## config.mk

```make
export PLATFORM = sky130hd
export DESIGN_NAME = alu_arbiter
export DESIGN_NICKNAME = d
export VERILOG_FILES = /design/src/rtl/alu_pkg.sv /design/src/rtl/ALU.sv /design/src/rtl/alu_rr_pick.sv /design/src/rtl/alu_arbiter.sv
export SDC_FILE = /design/constraint.sdc
export NUM_CORES = 1
export LEC_CHECK = 0
export CORE_ASPECT_RATIO = 0.9
export CORE_MARGIN = 3
export CORE_UTILIZATION = 46
export DETAILED_ROUTE_END_ITERATION = 12
export PLACE_DENSITY = 0.86
export SLEW_MARGIN = 25
export SYNTH_ARGS = -nofsm -noshare
export SYNTH_HDL_FRONTEND = slang
export SYNTH_SLANG_ARGS = --single-unit
```

## constraint.sdc

```tcl
create_clock -name clk -period 3.9 [get_ports clk]
set_input_delay 0.585 -clock clk [delete_from_list [all_inputs] [get_ports clk]]
set_output_delay 0.585 -clock clk [all_outputs]
set_load 0.01 [all_outputs]
```

## src/rtl/alu_pkg.sv

```systemverilog
// Shared definitions for the shared-ALU arbiter: widths, Hack comp encodings,
// the pipeline operand record and a one-hot to index helper.
package alu_pkg;

   localparam int ALU_W  = 16;
   localparam int CTRL_W = 6;
   localparam int ID_W   = 2;
   localparam int MAXREQ = 4;

   // Hack comp encodings, bit order {zx,nx,zy,ny,f,no}
   localparam logic [CTRL_W-1:0] C_ZERO      = 6'b101010;
   localparam logic [CTRL_W-1:0] C_ONE       = 6'b111111;
   localparam logic [CTRL_W-1:0] C_X_PLUS_Y  = 6'b000010;
   localparam logic [CTRL_W-1:0] C_X_AND_Y   = 6'b000000;
   localparam logic [CTRL_W-1:0] C_X_MINUS_Y = 6'b010011;

   // Operand record held in the first pipeline stage
   typedef struct packed {
      logic [ID_W-1:0]   id;
      logic [ALU_W-1:0]  x;
      logic [ALU_W-1:0]  y;
      logic [CTRL_W-1:0] ctrl;
   } op_t;

   // Index of the set bit of a one-hot vector (0 when the vector is empty)
   function automatic logic [ID_W-1:0] oh_to_idx(input logic [MAXREQ-1:0] oh);
      logic [ID_W-1:0] idx;
      idx = 2'd0;
      for (int i = 0; i < MAXREQ; i++) begin
         idx = idx | (oh[i] ? 2'(i) : 2'd0);
      end
      return idx;
   endfunction

endpackage

```

## src/rtl/ALU.sv

```systemverilog
// Hack ALU: purely combinational 16-bit compute unit with zr/ng flags.
module ALU
   import alu_pkg::*;
(
   input  logic [ALU_W-1:0] x_i,
   input  logic [ALU_W-1:0] y_i,
   input  logic             zx_i,
   input  logic             nx_i,
   input  logic             zy_i,
   input  logic             ny_i,
   input  logic             f_i,
   input  logic             no_i,
   output logic [ALU_W-1:0] out_o,
   output logic             zr_o,
   output logic             ng_o
);

   logic [ALU_W-1:0] xa_s;
   logic [ALU_W-1:0] ya_s;
   logic [ALU_W-1:0] fo_s;

   // Zero/negate each operand, apply add or and, optionally negate the result
   always_comb begin
      xa_s  = zx_i ? 16'h0000 : x_i;
      xa_s  = nx_i ? ~xa_s : xa_s;
      ya_s  = zy_i ? 16'h0000 : y_i;
      ya_s  = ny_i ? ~ya_s : ya_s;
      fo_s  = f_i ? (xa_s + ya_s) : (xa_s & ya_s);
      out_o = no_i ? ~fo_s : fo_s;
      zr_o  = (out_o == 16'h0000);
      ng_o  = out_o[ALU_W-1];
   end

endmodule

```

## src/rtl/alu_rr_pick.sv

```systemverilog
// Round-robin priority picker: first set request at or above ptr, wrapping.
module alu_rr_pick #(
   parameter int NREQ = 2
) (
   input  logic [NREQ-1:0] req_i,
   input  logic [1:0]      ptr_i,
   output logic [NREQ-1:0] grant_o
);

   int   idx_s;
   logic found_s;

   // Walk the requesters starting at ptr and grant the first active one
   always_comb begin
      grant_o = '0;
      found_s = 1'b0;
      idx_s   = 0;
      for (int k = 0; k < NREQ; k++) begin
         idx_s = int'(ptr_i) + k;
         if (idx_s >= NREQ) begin
            idx_s = idx_s - NREQ;
         end else begin
            idx_s = idx_s;
         end
         for (int i = 0; i < NREQ; i++) begin
            if (!found_s && (i == idx_s) && req_i[i]) begin
               grant_o[i] = 1'b1;
               found_s    = 1'b1;
            end else begin
               grant_o[i] = grant_o[i];
            end
         end
      end
   end

endmodule

```

## src/rtl/alu_arbiter.sv

```systemverilog
// Shares one Hack ALU between NREQ requesters: round-robin arbitration with
// bounded lock bursts, operand register -> ALU -> result register pipeline.
module alu_arbiter
   import alu_pkg::*;
#(
   parameter int NREQ     = 2,
   parameter int MAX_LOCK = 4
) (
   input  logic                  clk,
   input  logic                  rst_n,
   input  logic [NREQ-1:0]       req_valid,
   input  logic [NREQ-1:0]       req_lock,
   input  logic [16*NREQ-1:0]    req_x,
   input  logic [16*NREQ-1:0]    req_y,
   input  logic [6*NREQ-1:0]     req_ctrl,
   output logic [NREQ-1:0]       req_ready,
   output logic                  rsp_valid,
   input  logic                  rsp_ready,
   output logic [1:0]            rsp_id,
   output logic [15:0]           rsp_out,
   output logic                  rsp_zr,
   output logic                  rsp_ng
);

   // Pipeline state
   logic             s1_valid_q;
   op_t              s1_q;
   logic             rsp_valid_q;
   logic [1:0]       rsp_id_q;
   logic [ALU_W-1:0] rsp_out_q;
   logic             rsp_zr_q;
   logic             rsp_ng_q;

   // Arbitration state
   logic [1:0]       rr_ptr_q, rr_ptr_d;
   logic             lock_vld_q, lock_vld_d;
   logic [1:0]       lock_owner_q, lock_owner_d;
   logic [3:0]       lock_cnt_q, lock_cnt_d;

   // Combinational helpers
   logic             advance1_s, advance2_s;
   logic             owner_valid_s, lock_active_s;
   logic [NREQ-1:0]  owner_oh_s, grant_rr_s, grant_s;
   logic             accept_s, sel_lock_s;
   logic [1:0]       grant_idx_s;
   logic [3:0]       base_cnt_s;
   op_t              sel_op_s;
   logic [ALU_W-1:0] alu_out_s;
   logic             alu_zr_s, alu_ng_s;

   // A stage may take new data when it is empty or its content moves on
   assign advance2_s = !rsp_valid_q || rsp_ready;
   assign advance1_s = !s1_valid_q || advance2_s;

   // Decode the lock owner and whether it is still requesting
   always_comb begin
      owner_oh_s    = '0;
      owner_valid_s = 1'b0;
      for (int i = 0; i < NREQ; i++) begin
         if (lock_owner_q == 2'(i)) begin
            owner_oh_s[i] = 1'b1;
            owner_valid_s = req_valid[i];
         end else begin
            owner_oh_s[i] = 1'b0;
         end
      end
   end

   assign lock_active_s = lock_vld_q && owner_valid_s;

   alu_rr_pick #(.NREQ(NREQ)) u_pick (
      .req_i   (req_valid),
      .ptr_i   (rr_ptr_q),
      .grant_o (grant_rr_s)
   );

   // A live lock overrides round-robin; ready is withheld during reset
   assign grant_s     = lock_active_s ? owner_oh_s : grant_rr_s;
   assign req_ready   = grant_s & {NREQ{advance1_s & rst_n}};
   assign accept_s    = |(req_valid & req_ready);
   assign grant_idx_s = oh_to_idx(4'(grant_s));
   assign sel_lock_s  = |(req_lock & grant_s);
   assign base_cnt_s  = lock_active_s ? lock_cnt_q : 4'd0;

   // Select the granted requester's operands
   always_comb begin
      sel_op_s    = '0;
      sel_op_s.id = grant_idx_s;
      for (int i = 0; i < NREQ; i++) begin
         if (grant_s[i]) begin
            sel_op_s.x    = req_x[16*i +: 16];
            sel_op_s.y    = req_y[16*i +: 16];
            sel_op_s.ctrl = req_ctrl[6*i +: 6];
         end else begin
            sel_op_s = sel_op_s;
         end
      end
   end

   // Next round-robin pointer and lock burst state
   always_comb begin
      rr_ptr_d     = rr_ptr_q;
      lock_vld_d   = lock_vld_q;
      lock_owner_d = lock_owner_q;
      lock_cnt_d   = lock_cnt_q;
      if (accept_s) begin
         rr_ptr_d = (grant_idx_s == 2'(NREQ-1)) ? 2'd0 : (grant_idx_s + 2'd1);
         if (sel_lock_s && ((base_cnt_s + 4'd1) < 4'(MAX_LOCK))) begin
            lock_vld_d   = 1'b1;
            lock_owner_d = grant_idx_s;
            lock_cnt_d   = base_cnt_s + 4'd1;
         end else begin
            lock_vld_d = 1'b0;
            lock_cnt_d = 4'd0;
         end
      end else if (lock_vld_q && !owner_valid_s) begin
         lock_vld_d = 1'b0;
         lock_cnt_d = 4'd0;
      end else begin
         lock_vld_d = lock_vld_q;
      end
   end

   // Arbitration state registers
   always_ff @(posedge clk or negedge rst_n) begin
      if (!rst_n) begin
         rr_ptr_q     <= 2'd0;
         lock_vld_q   <= 1'b0;
         lock_owner_q <= 2'd0;
         lock_cnt_q   <= 4'd0;
      end else begin
         rr_ptr_q     <= rr_ptr_d;
         lock_vld_q   <= lock_vld_d;
         lock_owner_q <= lock_owner_d;
         lock_cnt_q   <= lock_cnt_d;
      end
   end

   // Operand stage: capture the accepted op whenever the stage can move
   always_ff @(posedge clk or negedge rst_n) begin
      if (!rst_n) begin
         s1_valid_q <= 1'b0;
         s1_q       <= '0;
      end else if (advance1_s) begin
         s1_valid_q <= accept_s;
         if (accept_s) begin
            s1_q <= sel_op_s;
         end else begin
            s1_q <= s1_q;
         end
      end else begin
         s1_valid_q <= s1_valid_q;
      end
   end

   ALU u_alu (
      .x_i   (s1_q.x),
      .y_i   (s1_q.y),
      .zx_i  (s1_q.ctrl[5]),
      .nx_i  (s1_q.ctrl[4]),
      .zy_i  (s1_q.ctrl[3]),
      .ny_i  (s1_q.ctrl[2]),
      .f_i   (s1_q.ctrl[1]),
      .no_i  (s1_q.ctrl[0]),
      .out_o (alu_out_s),
      .zr_o  (alu_zr_s),
      .ng_o  (alu_ng_s)
   );

   // Result stage: hold while downstream stalls, else take the ALU result
   always_ff @(posedge clk or negedge rst_n) begin
      if (!rst_n) begin
         rsp_valid_q <= 1'b0;
         rsp_id_q    <= 2'd0;
         rsp_out_q   <= 16'h0000;
         rsp_zr_q    <= 1'b0;
         rsp_ng_q    <= 1'b0;
      end else if (advance2_s) begin
         rsp_valid_q <= s1_valid_q;
         if (s1_valid_q) begin
            rsp_id_q  <= s1_q.id;
            rsp_out_q <= alu_out_s;
            rsp_zr_q  <= alu_zr_s;
            rsp_ng_q  <= alu_ng_s;
         end else begin
            rsp_id_q  <= rsp_id_q;
         end
      end else begin
         rsp_valid_q <= rsp_valid_q;
      end
   end

   assign rsp_valid = rsp_valid_q;
   assign rsp_id    = rsp_id_q;
   assign rsp_out   = rsp_out_q;
   assign rsp_zr    = rsp_zr_q;
   assign rsp_ng    = rsp_ng_q;

endmodule

```

## After elaboration in Yosys (flattened, before gate mapping)

Index checks and enable logic that the tools add are counted.

- Output and inout bits: 23
- Bits in registers: 71
- Word-level logic and storage cells: 93
- Bits of input ports: 83

- Add/sub/neg operators: 6
- Muxes and demuxes: 30
- Bitwise operators: 8
- Equal/unequal tests: 4
- Reduce and logical (&&, ||, !) cells: 28
- $lt $le $gt $ge: 3

Operators by type and width:

| cell | number |
|---|---|
| $mux W16 | 6 |
| $mux W38 | 2 |
| $eq A2 B32 Y1 const A | 2 |
| $logic_not A32 Y1 | 2 |
| $mux W32 | 2 |
| $not A16 Y16 | 3 |
| $ge A32 B3 Y1 const B | 1 |
| $sub A32 B3 Y32 const B | 1 |
| $add A16 B16 Y16 | 1 |
| $and A16 B16 Y16 | 1 |
| $logic_not A16 Y1 | 1 |
| $mux W4 | 4 |
| $mux W1 | 14 |
| $logic_and A1 B1 Y1 | 10 |
| $and A2 B2 Y2 | 3 |
| $logic_not A1 Y1 | 6 |
| $reduce_and A2 Y1 | 3 |
| $add A4 B1 Y4 const B | 1 |
| $lt A4 B3 Y1 const B | 1 |
| $mux W2 | 2 |
| $reduce_or A2 Y1 | 2 |
| $add A2 B1 Y3 const B | 1 |
| $sub A2 B2 Y3 const B | 1 |
| $add A1 B1 Y2 const B | 1 |
| other kinds (7) | 8 |

## Longest topological paths before layout

- Depth after elaboration: 23
- Mapped depth: 13

## Hierarchy

Synthesis repeated with hierarchy kept, for this count alone.

- Cells, all modules: 546
- Area, all modules: 4859.7 sq um

Modules (own cells, without submodules):

| module | area an instance (sq um) | instances | cells an instance |
|---|---|---|---|
| alu_arbiter | 2930.3 | 1 | 275 |
| ALU | 1906.8 | 1 | 267 |
| alu_rr_pick | 22.5 | 1 | 4 |

## Worst setup path after synthesis

Ideal clock, no wire load.

- Path kind: register to register
- Start point: register s1_q[2] in the netlist's numbering
- End point: register rsp_zr_q, in the netlist rsp_zr
- Setup slack: 206 ps
- Period minus slack after synthesis: 3694 ps
- Required time: 3808 ps
- Stages on the path, launching flop included: 14
- Arrival: 3602 ps
- Cell sequence: dfrtp_1 > clkbuf_1 > clkbuf_1 > xnor2_1 > ha_1 > fa_1 > a21o_2 > a221oi_1 > xnor2_1 > mux2i_1 > or4_1 > a21oi_1 > nand4_1 > o31ai_2

- Longest elaborated chain between the ends: 6
- Elaborated cells between the ends (all ways): 7
- Those cells by class: add/sub (1); mux (3); bitwise (2); reduce/logical (1)

RTL lines:

| what | RTL line | source |
|---|---|---|
| from (decl) | alu_arbiter.sv:27 | `op_t s1_q;` |
| from (signal assigned) | alu_arbiter.sv:147 | `s1_q <= sel_op_s;` |
| from (signal assigned) | alu_arbiter.sv:149 | `s1_q <= s1_q;` |
| $mux W16 (*) | ALU.sv:27 | `ya_s = ny_i ? ~ya_s : ya_s;` |
| $add A16 B16 Y16 / $and A16 B16 Y16 (equally long branches) | ALU.sv:28 | `fo_s = f_i ? (xa_s + ya_s) : (xa_s & ya_s);` |
| $mux W16 (*) | ALU.sv:28 |  |
| $not A16 Y16 | ALU.sv:29 | `out_o = no_i ? ~fo_s : fo_s;` |
| $mux W16 (*) | ALU.sv:29 |  |
| $logic_not A16 Y1 (*) | ALU.sv:30 | `zr_o = (out_o == 16'h0000);` |
| to (signal assigned) | alu_arbiter.sv:183 | `rsp_zr_q <= alu_zr_s;` |
| to (decl) | alu_arbiter.sv:31 | `logic rsp_zr_q;` |

Every way passes the cells marked *; elsewhere a longest branch is shown, timed or not.
A chain may end at the register's enable or synchronous reset.

## Final worst setup path

- Start point: register s1_q[5] in the netlist's numbering
- End point: register rsp_zr_q, in the netlist rsp_zr

- Longest elaborated chain between the ends: 8
- Elaborated cells between the ends (all ways): 9
- Those cells by class: add/sub (1); mux (4); bitwise (3); reduce/logical (1)

RTL lines:

| what | RTL line | source |
|---|---|---|
| $mux W16 (*) | ALU.sv:24 | `xa_s = zx_i ? 16'h0000 : x_i;` |
| $not A16 Y16 | ALU.sv:25 | `xa_s = nx_i ? ~xa_s : xa_s;` |
| $mux W16 (*) | ALU.sv:25 |  |
| $add A16 B16 Y16 / $and A16 B16 Y16 (equally long branches) | ALU.sv:28 |  |
| $mux W16 (*) | ALU.sv:28 |  |
| $not A16 Y16 | ALU.sv:29 |  |
| $mux W16 (*) | ALU.sv:29 |  |
| $logic_not A16 Y1 (*) | ALU.sv:30 |  |

Marked as above.

==> reports/metrics.yaml <==
status: "completed"
clock-root-buffer: "clkbuf_8"
muxShareOfSynthArea_pct: 3.98
grt_pass1_wl_um: 18100
slowest_stage: "or4_1"
ys_async_sr_fraction_pct: 100
period_needed_ns: 3.57
endpoint: "rsp_zr$_DFFE_PN0P_"
reg2regPathDepth: 12
dp_hpwl_um: 8160
post-place-cells: 691
synthFlopType: "dfrtp_1"
synth_fa_ha_area_share_pct: 5.25
grt_use_met2_pct: 33.3
synth-edff-count: 0
worstMarginPinSlew_ns: 0.852
die_w_um: 109
synth_area_um2: 4430
cts_tree: "built"
arrival_ns: 3.81
n_antenna_cell: 0
syn_avg_cell_area_um2: 9.05
dp_slack_ns: 0.281
holdBufCountCts: 0
final_cell_mix: "103 x clkdlybuf4s50_1, 65 x dfrtp_1, 44 x nor2_1, 43 x a21oi_1, 38 x xnor2_1"
grt_use_met3_pct: 4.15
rrSetupSlack_ns: 0.33
rows: 33
syn_inst: 490
cts_resized: 0
slowest_delay_ns: 0.56
startpoint: "s1_q[5]$_DFFE_PN0P_"
setup_viol: 0
max-cap-violations: 0
clk_latency_ns: 0.34
synthTopCellsByArea: "dfrtp_1 37%, xnor2_1 7.5%, nand2b_1 5.2%"
cp_max_fo: 17
synth_xor_area_share_pct: 10.9
start_util_pct: 47.9
fmax_mhz: 280
final_util_pct: 62.0
drt_iter0_drc: 195
yosys.area_share.simple_pct: 17.3
hold_path_class: "input pin to asynchronous set/reset pin"
clock-skew-final_ns: 0.0143
top_usage_layer: "met2"
fillers: 783
wl_per_cell_um: 15.5
startpoint_type: "flop"
grt_antenna_before_repair: 0
fin_ws_ns: 0.333
layout-drive-gt1-share_pct: 7.36
place.port_buffers: 104
ys_seq_elements: 66
yosysTopAreaCell: "dfrtp_1"
required_ns: 4.14
r2r-end: "rsp_zr$_DFFE_PN0P_"
power_density_nw_per_um2: 911
ys.warnings.count: 0
use_met1_pct: 28.2
grt.overflow.total: 0
worstSetupEndpointType: "flop"
syn2layout_area_growth_pct: 29.4
p_leak_nw: 2.36
core_um2: 9250
wl_um: 10900
synth_top_family_by_area: "compound AO/OA/AOI/OAI gates"
ir_drop_mv: 0.397
final_common_cell: "clkdlybuf4s50_1"
rr_startpoint: "s1_q[5]$_DFFE_PN0P_"
totalPowerFinal_mw: 5.22
dr.pass1.iters: 5
slew_headroom_pct: 43.2
path_clk_slew_ns: 0.07
path_class: "flop to flop"
yosysSeqAreaShare_pct: 37.3
die_y_um: 99.1
period_share_pct: 91.5
synth-compound-area-share_pct: 21.5
cts-htree-levels: 3
vias_per_cell: 5.44
vias: 3844
num_io_pins: 106
hold_viol: 0
fin_nets: 681
synth_nets: 591
grt_setup_unrepaired: "false"
cts_inserted_buffers: 9
fin_setup_tns_ns: 0
grt_max_degree: 68
place_congestion: 0.897
crit_top_cell: "xnor2_1"
clockBufferDepth: 2
synth_top_area_share_pct: 37.3
numClockSinks: 66
ys_types: 60
grt_usage_pct: 20.9
grt_pass1_vias: 3783
die-area_um2: 10900
post-cts-setup-buffers: 0
crit_chain: "nand2b_1 -> xnor2_1 -> ha_1 -> fa_1 -> a21o_2 -> a221oi_2 -> xnor2_1 -> mux2i_1 -> or4_1 -> a21oi_1 -> nand4_1 -> o31ai_2"
drc: 0
ant_nets: 0
layout.cells.non_filler: 706
finalMaxSlewViolations: 0
synthesized netlist by cell type (3+ instances only):
library cell / instances
xor2_1: 17
nand2_1: 36
buf_4: 5
a221o_1: 3
a22oi_1: 4
inv_1: 4
nand2b_1: 37
mux2_2: 5
buf_1: 5
o21ai_0: 28
dfrtp_1: 66
xnor2_1: 38
clkbuf_1: 20
nor2b_1: 4
a21oi_1: 44
o22ai_1: 35
ha_1: 17
nor2_1: 44
a21o_1: 4
nand4_1: 3
mux2i_1: 12
and2_1: 7
cell type report:
type	instances	area (um2)	share of cell area, %
multi-input combinational	388	2620	45.7
timing repair buffer	111	1090	19.0
clock buffer	13	169	2.94
clock inverter	2	35.0	0.611
tap	122	153	2.66
inverter	4	15.0	0.262
sequential	66	1650	28.8
kinds of logic (layout without fill, tap and decap cells):
| family | Yosys count | after routing |
|---|---|---|
| AOI/OAI and AO/OA | 146 | 146 |
| xor gates and xnor gates | 55 | 55 |
| adders and majority gates | 18 | 18 |
| buffers and inverters | 36 | 130 |
| DFF | 66 | 66 |
| muxes | 17 | 17 |
| other | 1 | 1 |
| and+or+nand+nor | 151 | 151 |
registers in the layout, summed over array words and instances (netlist names):
name / flops
rr_ptr_q: 1
rsp_out: 16
lock_cnt_q: 4
rsp_id: 1
lock_vld_q: 1
s1_valid_q: 1
s1_q: 39
lock_owner_q: 1
rsp_valid: 1
rsp_zr: 1
where the power goes:
| part | leakage (nW) | internal [mW] | switching [mW] | total, mW |
|---|---|---|---|---|
| Clock | 0.106 | 0.343 | 0.244 | 0.587 |
| Sequential | 0.772 | 0.915 | 0.205 | 1.12 |
| Combinational | 1.49 | 1.64 | 1.88 | 3.52 |
| Total | 2.36 | 2.89 | 2.33 | 5.22 |
worst min-delay path by stage:
stage / to / slack (ns) / cells past startpoint
floorplan: lock_cnt_q[0]$_DFFE_PN0P_ / 0.29 / 0
global placement: rsp_out[9]$_DFFE_PN0P_ / 0.46 / 2
detailed placement: rsp_out[6]$_DFFE_PN0P_ / 0.47 / 2
CTS: s1_q[38]$_DFFE_PN0P_ / 0.47 / 2
global route: rsp_valid$_DFFE_PN0P_ / 0.51 / 2
finish: rsp_valid$_DFFE_PN0P_ / 0.45 / 2
routing by layer:
metal	vias to the layer above	wire [um]
met1	1794	4880
li1	1918	-
met4	0	204
met5	-	0
met2	114	5260
met3	18	589
metrics by stage:
| stage | instance area [um2] | hold WS (ns) |
|---|---|---|
| after floorplan | 4430 | 0.289 |
| after global placement | 5530 | 0.461 |
| after detailed placement | 5530 | 0.471 |
| after CTS | 5730 | 0.468 |
| after global routing | 5740 | 0.506 |
| final | 5740 | 0.452 |
worst max-delay path: cells and delay by family (launching register included):
family,cells,cell delay (ns)
xor+xnor,2,0.30
simple gates,3,0.93
compound gates,4,0.91
mux,1,0.15
fa+ha+maj,2,0.68
flops,1,0.51
Power figures use the tool's default switching activity.
